**config.mk**
```make
export PLATFORM = sky130hd
export DESIGN_NAME = ts_timer_scan
export DESIGN_NICKNAME = d
export VERILOG_FILES = /design/src/rtl/ts_pkg.sv /design/src/rtl/ts_ram.sv /design/src/rtl/ts_timer_scan.sv
export SDC_FILE = /design/constraint.sdc
export NUM_CORES = 2
export LEC_CHECK = 0
export BUFFER_PORTS_ARGS = -buffer_cell sky130_fd_sc_hd__buf_4
export CORE_MARGIN = 2
export CORE_UTILIZATION = 50
export DETAILED_ROUTE_END_ITERATION = 6
export GPL_TIMING_DRIVEN = 0
export PLACE_DENSITY = 0.64
export SLEW_MARGIN = 15
export SYNTH_ARGS = -nofsm -noshare
export SYNTH_HDL_FRONTEND = slang
export SYNTH_MEMORY_MAX_BITS = 65536
export SYNTH_SLANG_ARGS = --single-unit
```
**constraint.sdc**
```tcl
create_clock -name i_clk -period 15.1 [get_ports i_clk]
set_input_delay 0 -clock i_clk [delete_from_list [all_inputs] [get_ports i_clk]]
set_output_delay 0 -clock i_clk [all_outputs]
set_load 0.02 [all_outputs]
```
**src/rtl/ts_pkg.sv**
```systemverilog
// Shared constants and types for the per-neuron timestamp scanner.
// Module-level widths come from the scanner's parameters; these are the defaults.
package ts_pkg;

  localparam int unsigned SCAL_ADDR_LEN_DEF = 8;
  localparam int unsigned TEMP_ADDR_LEN_DEF = 8;
  localparam int unsigned T_FIX_WID         = SCAL_ADDR_LEN_DEF + TEMP_ADDR_LEN_DEF;
  localparam logic [T_FIX_WID-1:0] TS_MAX   = {T_FIX_WID{1'b1}};

  // Exponential-stage latency; the drain phase covers it plus the read and present stages.
  localparam int unsigned EFA_LAT   = 4;
  localparam int unsigned DRAIN_CYC = EFA_LAT + 2;

  typedef enum logic [1:0] {
    StInit,
    StIdle,
    StScan,
    StDrain
  } ts_state_e;

endpackage

```
**src/rtl/ts_ram.sv**
```systemverilog
// Simple dual-port timestamp store: one write port, one read port with a
// single registered read stage. No reset on the array so it maps to distributed RAM.
module ts_ram #(
  parameter int unsigned DEPTH = 256,
  parameter int unsigned AW    = 8,
  parameter int unsigned DW    = 16
) (
  input  logic          i_clk,
  input  logic          i_we,
  input  logic [AW-1:0] i_waddr,
  input  logic [DW-1:0] i_wdata,
  input  logic          i_re,
  input  logic [AW-1:0] i_raddr,
  output logic [DW-1:0] o_rdata
);

  logic [DW-1:0] r_mem [DEPTH];
  logic [DW-1:0] r_rdata;

  always_ff @(posedge i_clk) begin
    if (i_we) begin
      r_mem[i_waddr] <= i_wdata;
    end
    if (i_re) begin
      r_rdata <= r_mem[i_raddr];
    end
  end

  assign o_rdata = r_rdata;

endmodule

```
**src/rtl/ts_timer_scan.sv**
```systemverilog
// Per-neuron elapsed-time scanner: on each tick, reads every neuron's timestamp,
// presents it (0 if the neuron spiked since the last read) and writes back +1.
module ts_timer_scan
  import ts_pkg::*;
#(
  parameter int unsigned NEURON_NUM    = 256,
  parameter int unsigned SCAL_ADDR_LEN = 8,
  parameter int unsigned TEMP_ADDR_LEN = 8,
  localparam int unsigned NEUR_ADDR_LEN = $clog2(NEURON_NUM),
  localparam int unsigned TFW           = SCAL_ADDR_LEN + TEMP_ADDR_LEN
) (
  input  logic                     i_clk,
  input  logic                     i_reset,
  input  logic                     i_tick,
  input  logic                     i_spike_in,
  input  logic [NEUR_ADDR_LEN-1:0] i_spike_addr,
  output logic                     o_re,
  output logic [TFW-1:0]           o_t_fix_reg,
  output logic                     o_efa_vld,
  output logic [NEUR_ADDR_LEN-1:0] o_efa_addr,
  output logic                     o_busy,
  output logic                     o_done,
  output logic                     o_tick_ovr
);

  localparam logic [NEUR_ADDR_LEN-1:0] LastAddr  = NEUR_ADDR_LEN'(NEURON_NUM - 1);
  localparam logic [TFW-1:0]           TsMaxL    = {TFW{1'b1}};
  localparam logic [2:0]               DrainLast = 3'(DRAIN_CYC - 1);

  ts_state_e                r_state, w_state_nxt;
  logic [NEUR_ADDR_LEN-1:0] r_cnt, w_cnt_nxt;
  logic [2:0]               r_drain, w_drain_nxt;
  logic [NEURON_NUM-1:0]    r_pend;
  logic                     r_re;
  logic                     r_pend_hit;
  logic [NEUR_ADDR_LEN-1:0] r_rd_addr;
  logic                     r_tick_ovr;
  logic [EFA_LAT-1:0]       r_efa_vld;
  logic [NEUR_ADDR_LEN-1:0] r_efa_addr [EFA_LAT];

  logic                     w_issue;
  logic [TFW-1:0]           w_rdata;
  logic [TFW-1:0]           w_tfix;
  logic [TFW-1:0]           w_wb;
  logic                     w_we;
  logic [NEUR_ADDR_LEN-1:0] w_waddr;
  logic [TFW-1:0]           w_wdata;

  assign w_issue = (r_state == StScan);

  always_comb begin
    w_state_nxt = r_state;
    w_cnt_nxt   = r_cnt;
    w_drain_nxt = r_drain;
    unique case (r_state)
      StInit: begin
        w_cnt_nxt = r_cnt + 1'b1;
        if (r_cnt == LastAddr) begin
          w_state_nxt = StIdle;
          w_cnt_nxt   = '0;
        end
      end
      StIdle: begin
        if (i_tick) begin
          w_state_nxt = StScan;
          w_cnt_nxt   = '0;
        end
      end
      StScan: begin
        w_cnt_nxt = r_cnt + 1'b1;
        if (r_cnt == LastAddr) begin
          w_state_nxt = StDrain;
          w_cnt_nxt   = '0;
          w_drain_nxt = '0;
        end
      end
      StDrain: begin
        w_drain_nxt = r_drain + 1'b1;
        if (r_drain == DrainLast) begin
          w_state_nxt = StIdle;
        end
      end
      default: w_state_nxt = StInit;
    endcase
  end

  always_ff @(posedge i_clk) begin
    if (i_reset) begin
      r_state    <= StInit;
      r_cnt      <= '0;
      r_drain    <= '0;
      r_re       <= 1'b0;
      r_pend_hit <= 1'b0;
      r_rd_addr  <= '0;
      r_tick_ovr <= 1'b0;
    end else begin
      r_state    <= w_state_nxt;
      r_cnt      <= w_cnt_nxt;
      r_drain    <= w_drain_nxt;
      r_re       <= w_issue;
      r_pend_hit <= r_pend[r_cnt];
      r_rd_addr  <= r_cnt;
      if (i_tick && (r_state != StIdle)) begin
        r_tick_ovr <= 1'b1;
      end
    end
  end

  // A spike landing on the neuron being read this cycle must survive to the next step,
  // so the set is ordered after the clear.
  always_ff @(posedge i_clk) begin
    if (i_reset) begin
      r_pend <= '0;
    end else begin
      if (w_issue) begin
        r_pend[r_cnt] <= 1'b0;
      end
      if (i_spike_in && (r_state != StInit)) begin
        r_pend[i_spike_addr] <= 1'b1;
      end
    end
  end

  always_ff @(posedge i_clk) begin
    if (i_reset) begin
      r_efa_vld <= '0;
      for (int i = 0; i < EFA_LAT; i++) begin
        r_efa_addr[i] <= '0;
      end
    end else begin
      r_efa_vld     <= {r_efa_vld[EFA_LAT-2:0], r_re};
      r_efa_addr[0] <= r_rd_addr;
      for (int i = 1; i < EFA_LAT; i++) begin
        r_efa_addr[i] <= r_efa_addr[i-1];
      end
    end
  end

  assign w_tfix  = r_re ? (r_pend_hit ? '0 : w_rdata) : '0;
  assign w_wb    = (w_tfix == TsMaxL) ? TsMaxL : w_tfix + 1'b1;
  assign w_we    = !i_reset && ((r_state == StInit) || r_re);
  assign w_waddr = (r_state == StInit) ? r_cnt : r_rd_addr;
  assign w_wdata = (r_state == StInit) ? TsMaxL : w_wb;

  ts_ram #(
    .DEPTH (NEURON_NUM),
    .AW    (NEUR_ADDR_LEN),
    .DW    (TFW)
  ) u_ts_ram (
    .i_clk   (i_clk),
    .i_we    (w_we),
    .i_waddr (w_waddr),
    .i_wdata (w_wdata),
    .i_re    (w_issue),
    .i_raddr (r_cnt),
    .o_rdata (w_rdata)
  );

  assign o_re        = r_re;
  assign o_t_fix_reg = w_tfix;
  assign o_efa_vld   = r_efa_vld[EFA_LAT-1];
  assign o_efa_addr  = r_efa_addr[EFA_LAT-1];
  assign o_busy      = (r_state != StIdle);
  assign o_done      = (r_state == StDrain) && (r_drain == DrainLast);
  assign o_tick_ovr  = r_tick_ovr;

endmodule

```
* Word level (Yosys, flattened, before mapping)
Memories as Yosys holds them, arrays and structs flattened. A register that Yosys moved wholly into a read port is not among the register bits.
Index checks and enable logic that the tools add are counted.
** Word-level totals
- Bits in registers :: 284
- Input bits :: 12
- Logic and storage cells :: 85
- Output and inout bits :: 29
- Memory bits (writable) :: 4128
- Memories kept :: 2
** Memories
- u_ts_ram.r_mem :: depth 256, width 16, rd ports 1, clocked after Yosys merged registers in 1, wr ports 1, RTL line ts_ram.sv:17 : logic [DW-1:0] r_mem [DEPTH];
- r_efa_addr :: depth 4, width 8, rd ports 4, clocked after Yosys merged registers in 0, wr ports 4, RTL line ts_timer_scan.sv:39 : logic [NEUR_ADDR_LEN-1:0] r_efa_addr [EFA_LAT];
** Operators by class
- Order comparisons :: 4
- Reductions and logical operators :: 16
- Muxes and demuxes :: 33
- Equality and inequality tests :: 11
- Bitwise logic cells :: 7
- Add/subtract/negate cells :: 3
** Operator list (count)
- 256-bit 2-to-1 mux :: 3
- 256-bit AND :: 1
- 256-bit NOT :: 1
- 256-bit bitwise OR :: 1
- 16-bit 2-to-1 mux :: 4
- 8-bit 2-to-1 mux :: 7
- 8-bit by 9-bit less-than comparator with 1-bit output (second input constant) :: 2
- 16-bit by 1-bit adder with 16-bit output (second input constant) :: 1
- 1-bit demux with 8-bit select :: 2
- 16-bit == test (second input constant) :: 1
- 8-bit by 1-bit greater-or-equal comparator with 1-bit output (second input constant) :: 2
- 8-bit case mux with 2 select lines :: 1
- 8-bit by 1-bit adder with 8-bit output (second input constant) :: 1
- 1-bit binary-select mux with 8-bit select :: 1
- 8-bit == test (second input constant) :: 1
- 1-bit 2-to-1 mux :: 8
- 2-bit 2-to-1 mux :: 4
- 2-bit case mux with 4 select lines :: 1
- 1-bit logical AND :: 6
- 2-bit inequality test (second input constant) :: 3
- 3-bit case mux with 2 select lines :: 1
- 2-bit nonzero test :: 3
- 2-bit == test (second input constant) :: 2
- 2-bit by 1-bit inequality test with 1-bit output (second input constant) :: 2
- 11 further kinds :: 15

* Logic depth before layout (Yosys ltp)
- Word-level depth :: 10
- Gate-level depth with buffers :: 14
- Mapped depth without buffers :: 10

* By module
A second synthesis with hierarchy kept.
** Second synthesis, totals
- Cells, all modules :: 9080
- Area total of the unflattened synthesis :: 173406.3 µm²
** Modules (own cells, without submodules)
- ts_ram :: instances 1, area an instance 158874.9 µm², seq. area each 123478.4 µm², cells each 7360
- ts_timer_scan :: instances 1, area an instance 14531.4 µm², seq. area each 6326.1 µm², cells each 1720

* Worst setup path after synthesis
No wires, ideal clock.
- Path type :: register to register
- Start :: register r_re (netlist: o_re)
- End :: memory u_ts_ram.r_mem[0][6] (data pin)
- Arrival time :: 11740 ps
- Period minus slack after synthesis :: 13927 ps
- Library setup time :: 2187 ps
- Slack :: 1173 ps
- Cell stages (with the launch flop) :: 9
- Required time :: 12913 ps
- Path buffers :: 1
- Path through :: dfxtp_1 > nor2b_1 > clkbuf_1 > and2_1 > ha_1 > nand4_1 > nor2_1 > xnor2_1 > o21ai_0
** Between the ends
- Word-level cells in the longest chain between the ends :: 4
- Elaborated cells between the ends (all ways) :: 5
- Classes of those cells :: add/sub (1); eq/ne (1); mux (3)
** RTL lines
- start: declaration :: RTL line ts_timer_scan.sv:34 : logic r_re;
- start signal: assignment :: RTL line ts_timer_scan.sv:100 : r_re <= w_issue;
- 16-bit 2-to-1 mux * :: RTL line ts_timer_scan.sv:139 : assign w_tfix = r_re ? (r_pend_hit ? '0 : w_rdata) : '0;
- named net o_t_fix_reg[1] :: RTL line ts_timer_scan.sv:18 : output logic [TFW-1:0] o_t_fix_reg,
- 16-bit by 1-bit adder with 16-bit output / 16-bit == test (equally long branches) :: RTL line ts_timer_scan.sv:140 : assign w_wb = (w_tfix == TsMaxL) ? TsMaxL : w_tfix + 1'b1;
- 16-bit 2-to-1 mux * :: RTL line ts_timer_scan.sv:140
- 16-bit 2-to-1 mux * :: RTL line ts_timer_scan.sv:143 : assign w_wdata = (r_state == StInit) ? TsMaxL : w_wb;
- named net u_ts_ram.i_wdata[6] :: RTL line ts_ram.sv:11 : input logic [DW-1:0] i_wdata,
- end: declaration :: RTL line ts_ram.sv:17
The timed path passes the listed nets; every way through them passes the cells marked *.

* Worst setup path after layout
- Start :: register r_cnt[1]
- End :: memory u_ts_ram.r_mem[184][6] (enable)
** Between the ends
- Word-level cells in the longest chain between the ends :: 1
** RTL lines
- start: declaration :: RTL line ts_timer_scan.sv:31 : logic [NEUR_ADDR_LEN-1:0] r_cnt, w_cnt_nxt;
- start signal: assignment :: RTL line ts_timer_scan.sv:98 : r_cnt <= w_cnt_nxt;
- 8-bit 2-to-1 mux :: RTL line ts_timer_scan.sv:142 : assign w_waddr = (r_state == StInit) ? r_cnt : r_rd_addr;
Every way passes these cells.

==> metrics.txt <==
GR peak layer=met2; initial antenna violation count=109; status=finished with violations; Rel. slew slack=-0.00971; met3 usage=0.205; Routed WL=769 mm; drc violations=0; Hold Fails Final Rpt=6; die height=589 µm; Max Cap Viol=1; Leak=45.0 nW; I/O pins=41; fin crit period=8530 ps; H-tree levels=5; switch share=0.234; CTS root buf=clkbuf_16; CTS tree=built; remaining global-route overflow=0; FFs w/ async S/R, synth=0; Final HPWL DP=531 mm; VDD IR max=0.000113 V; setup TNS=0 ps; floorplan row count=214; hold slack=-20.2 ps; Routed Antenna Nets=0; die footprint=347000 µm²; clk slew on worst S/H paths=70 ps; drt via density=7.36; global placement routability congestion=1.10; Worst EP arrival=9290 ps; critical path class=register to register; Final Worst Setup Slack=6570 ps; sequential fraction of design power=0.515; placed cell count=13000; placement-stage cell area=187000 µm²; largest net degree at the start of global routing=94; Synthesized Nets=8106; critical path fanouts, max=10; final-report setup violation count=0; DR WL/cell=55.2 µm; first-pass iteration count of the detailed router=7; area grow syn2layout=17.8%; Max Root-Sink Buffers=4; Final nets=8961; ratio of cells with drive above 1 in the final layout=0.316; dpl ws=7390 ps; # resized after CTS=0; Post-Syn Area=171000 µm²; failing checks=negative hold slack, max-capacitance violations, max-slew violations; Clk network pwr share=0.428; HP Class=input port to register; port bufs=39; Worst-Skew Late Latency=1080 ps; GRT Overall Usage=0.442; Final Cell Area=202000 µm²; Primary FF master, synth=edfxtp_1; Pwr Density=127 nW/µm²; Internal=19.6 mW; skew final=68.4 ps; Clock Sinks=4428; final core utilization=0.593; type of origin of the critical path=register; Die Wd=589 µm; post-synthesis cell type count=59; Final Power=25.6 mW; GRT met2 Usage=0.584; Final Cycle Share=0.565; DR iter-0 viols=22600; number of global-route vias before repair=92400; first-pass GRT wire length=966 mm; Post-CTS Setup Bufs=0; Core Box Area=341000 µm²; Initial Utilization=0.503; FF+latch count, synth=4428; Layout Cells excl Fill=13900; routing usage on met1=0.560; Least-Margin Pin Slew=1510 ps; required time worst endpoint=15860 ps; Via Count=103000; Gate power share=0.057; count of pins over their slew limit=11; CTS buffer count=446; Worst setup EP type=register; RSZ-0062 raised after global routing=false; Post-Syn Instances=8082; FMAX=117 MHz; P_sw=6.01 mW; Synth warnings=0; number of synthesized flops with an enable pin=4112; post-synthesis sequential area ratio=0.757; synthesized area per cell=21.2 µm²
## cell usage in the layout (no fill, tap or decap), types with 16 or more instances in the layout
cell type         n
clkbuf_1        279
a22oi_1          22
buf_4            90
buf_16          147
nand2b_1         24
nand3_1          73
buf_2           186
edfxtp_1       4112
and2_1           16
buf_12          155
diode_2         101
clkbuf_2         74
clkbuf_16       451
nand2_1         355
mux4_2         1318
mux2i_1          89
buf_6            42
nor2_1           91
nor2b_1          73
o22ai_1          36
clkinv_1        100
nor2_2           28
a21oi_1         285
dlygate4sd3_1    28
o21ai_0         275
bufinv_16        32
inv_1            24
nor2_4          233
clkinv_2         61
dfxtp_1         316
## power by group through the flow
stage	sequential, mW	combinational, mW	clock, mW
final	13.2	1.46	10.9
after global routing	13.2	1.38	11.3
after detailed placement	13.5	1.35	0
after global placement	13.5	1.25	0
after floorplan	13.5	0.462	0
after CTS	13.2	1.35	10.9
## worst max-delay path, stage by stage (launching register included)
cell and delay, ps:
dfxtp_1 410, buf_4 350, clkbuf_1 790, buf_2 860, buf_4 810, buf_2 880
inv_1 620, a32o_1 700, nand3_1 910, buf_2 1100, nor2_4 330, buf_16 270
## layout make-up
class,count,area [µm²]
plain buffers,492,2520
flip-flops and latches,4428,130000
clock inverters,231,2200
diodes,101,253
clock buffers,583,11900
multi-input cells,3137,41200
well taps,4536,5680
inverters,25,93.8
repair buffers,407,8150
fillers,24100,139000
## per-layer routing
metal	wire length (µm)	part of all wire
met5	589	0.00077
met4	73500	0.096
met3	131000	0.17
met2	311000	0.40
met1	253000	0.33
## worst paths after layout
check | slack, ps | startpoint | end | depth (start not counted)
setup reg to reg | 6570 | r_cnt[1] | u_ts_ram.r_mem[184][6] | 11
hold reg to reg | 440 | r_efa_addr[2][2] | r_efa_addr[3][2] | 1
hold / removal | -20 | i_spike_addr[5] | r_pend[196] | 5
setup / recovery | 6570 | r_cnt[1] | u_ts_ram.r_mem[184][6] | 11
## cell families after synthesis
family	Yosys count	share of synthesized area
flip-flops	4428	0.757
multiplexers	1423	0.179
AND/OR/NAND/NOR	970	0.0245
AO/OA/AOI/OAI	718	0.0232
buffers and inverters	517	0.0140
XOR/XNOR	14	0.000715
adder cells (fa/ha/maj)	12	0.000876
## registers in the layout, summed over array words and instances, names as in the netlist
signal	count
o_re	1
r_efa_addr	32
r_state	2
o_tick_ovr	1
r_pend_hit	1
r_drain	3
r_cnt	8
r_pend	256
u_ts_ram.r_mem	4096
r_rd_addr	8
r_efa_vld	4
u_ts_ram.o_rdata	16
## synthesized netlist by cell type, types with 73 or more instances
| master | instances | area (µm²) |
|---|---|---|
| a21oi_1 | 285 | 1430 |
| buf_2 | 147 | 736 |
| dfxtp_1 | 316 | 6330 |
| edfxtp_1 | 4112 | 123000 |
| nor2b_1 | 74 | 463 |
| nand2_1 | 365 | 1370 |
| mux4_2 | 1318 | 29700 |
| mux2i_1 | 98 | 981 |
| clkbuf_1 | 239 | 897 |
| nand3_1 | 73 | 365 |
| nor2_1 | 352 | 1320 |
| o21ai_0 | 283 | 1420 |
## what timing repair did
action,4_1_cts,5_1_grt
endpoints found under the setup margin,0,0
hold buffers,28,0
hold endpoints to repair,283,0
(Power assumes the default switching activity.)
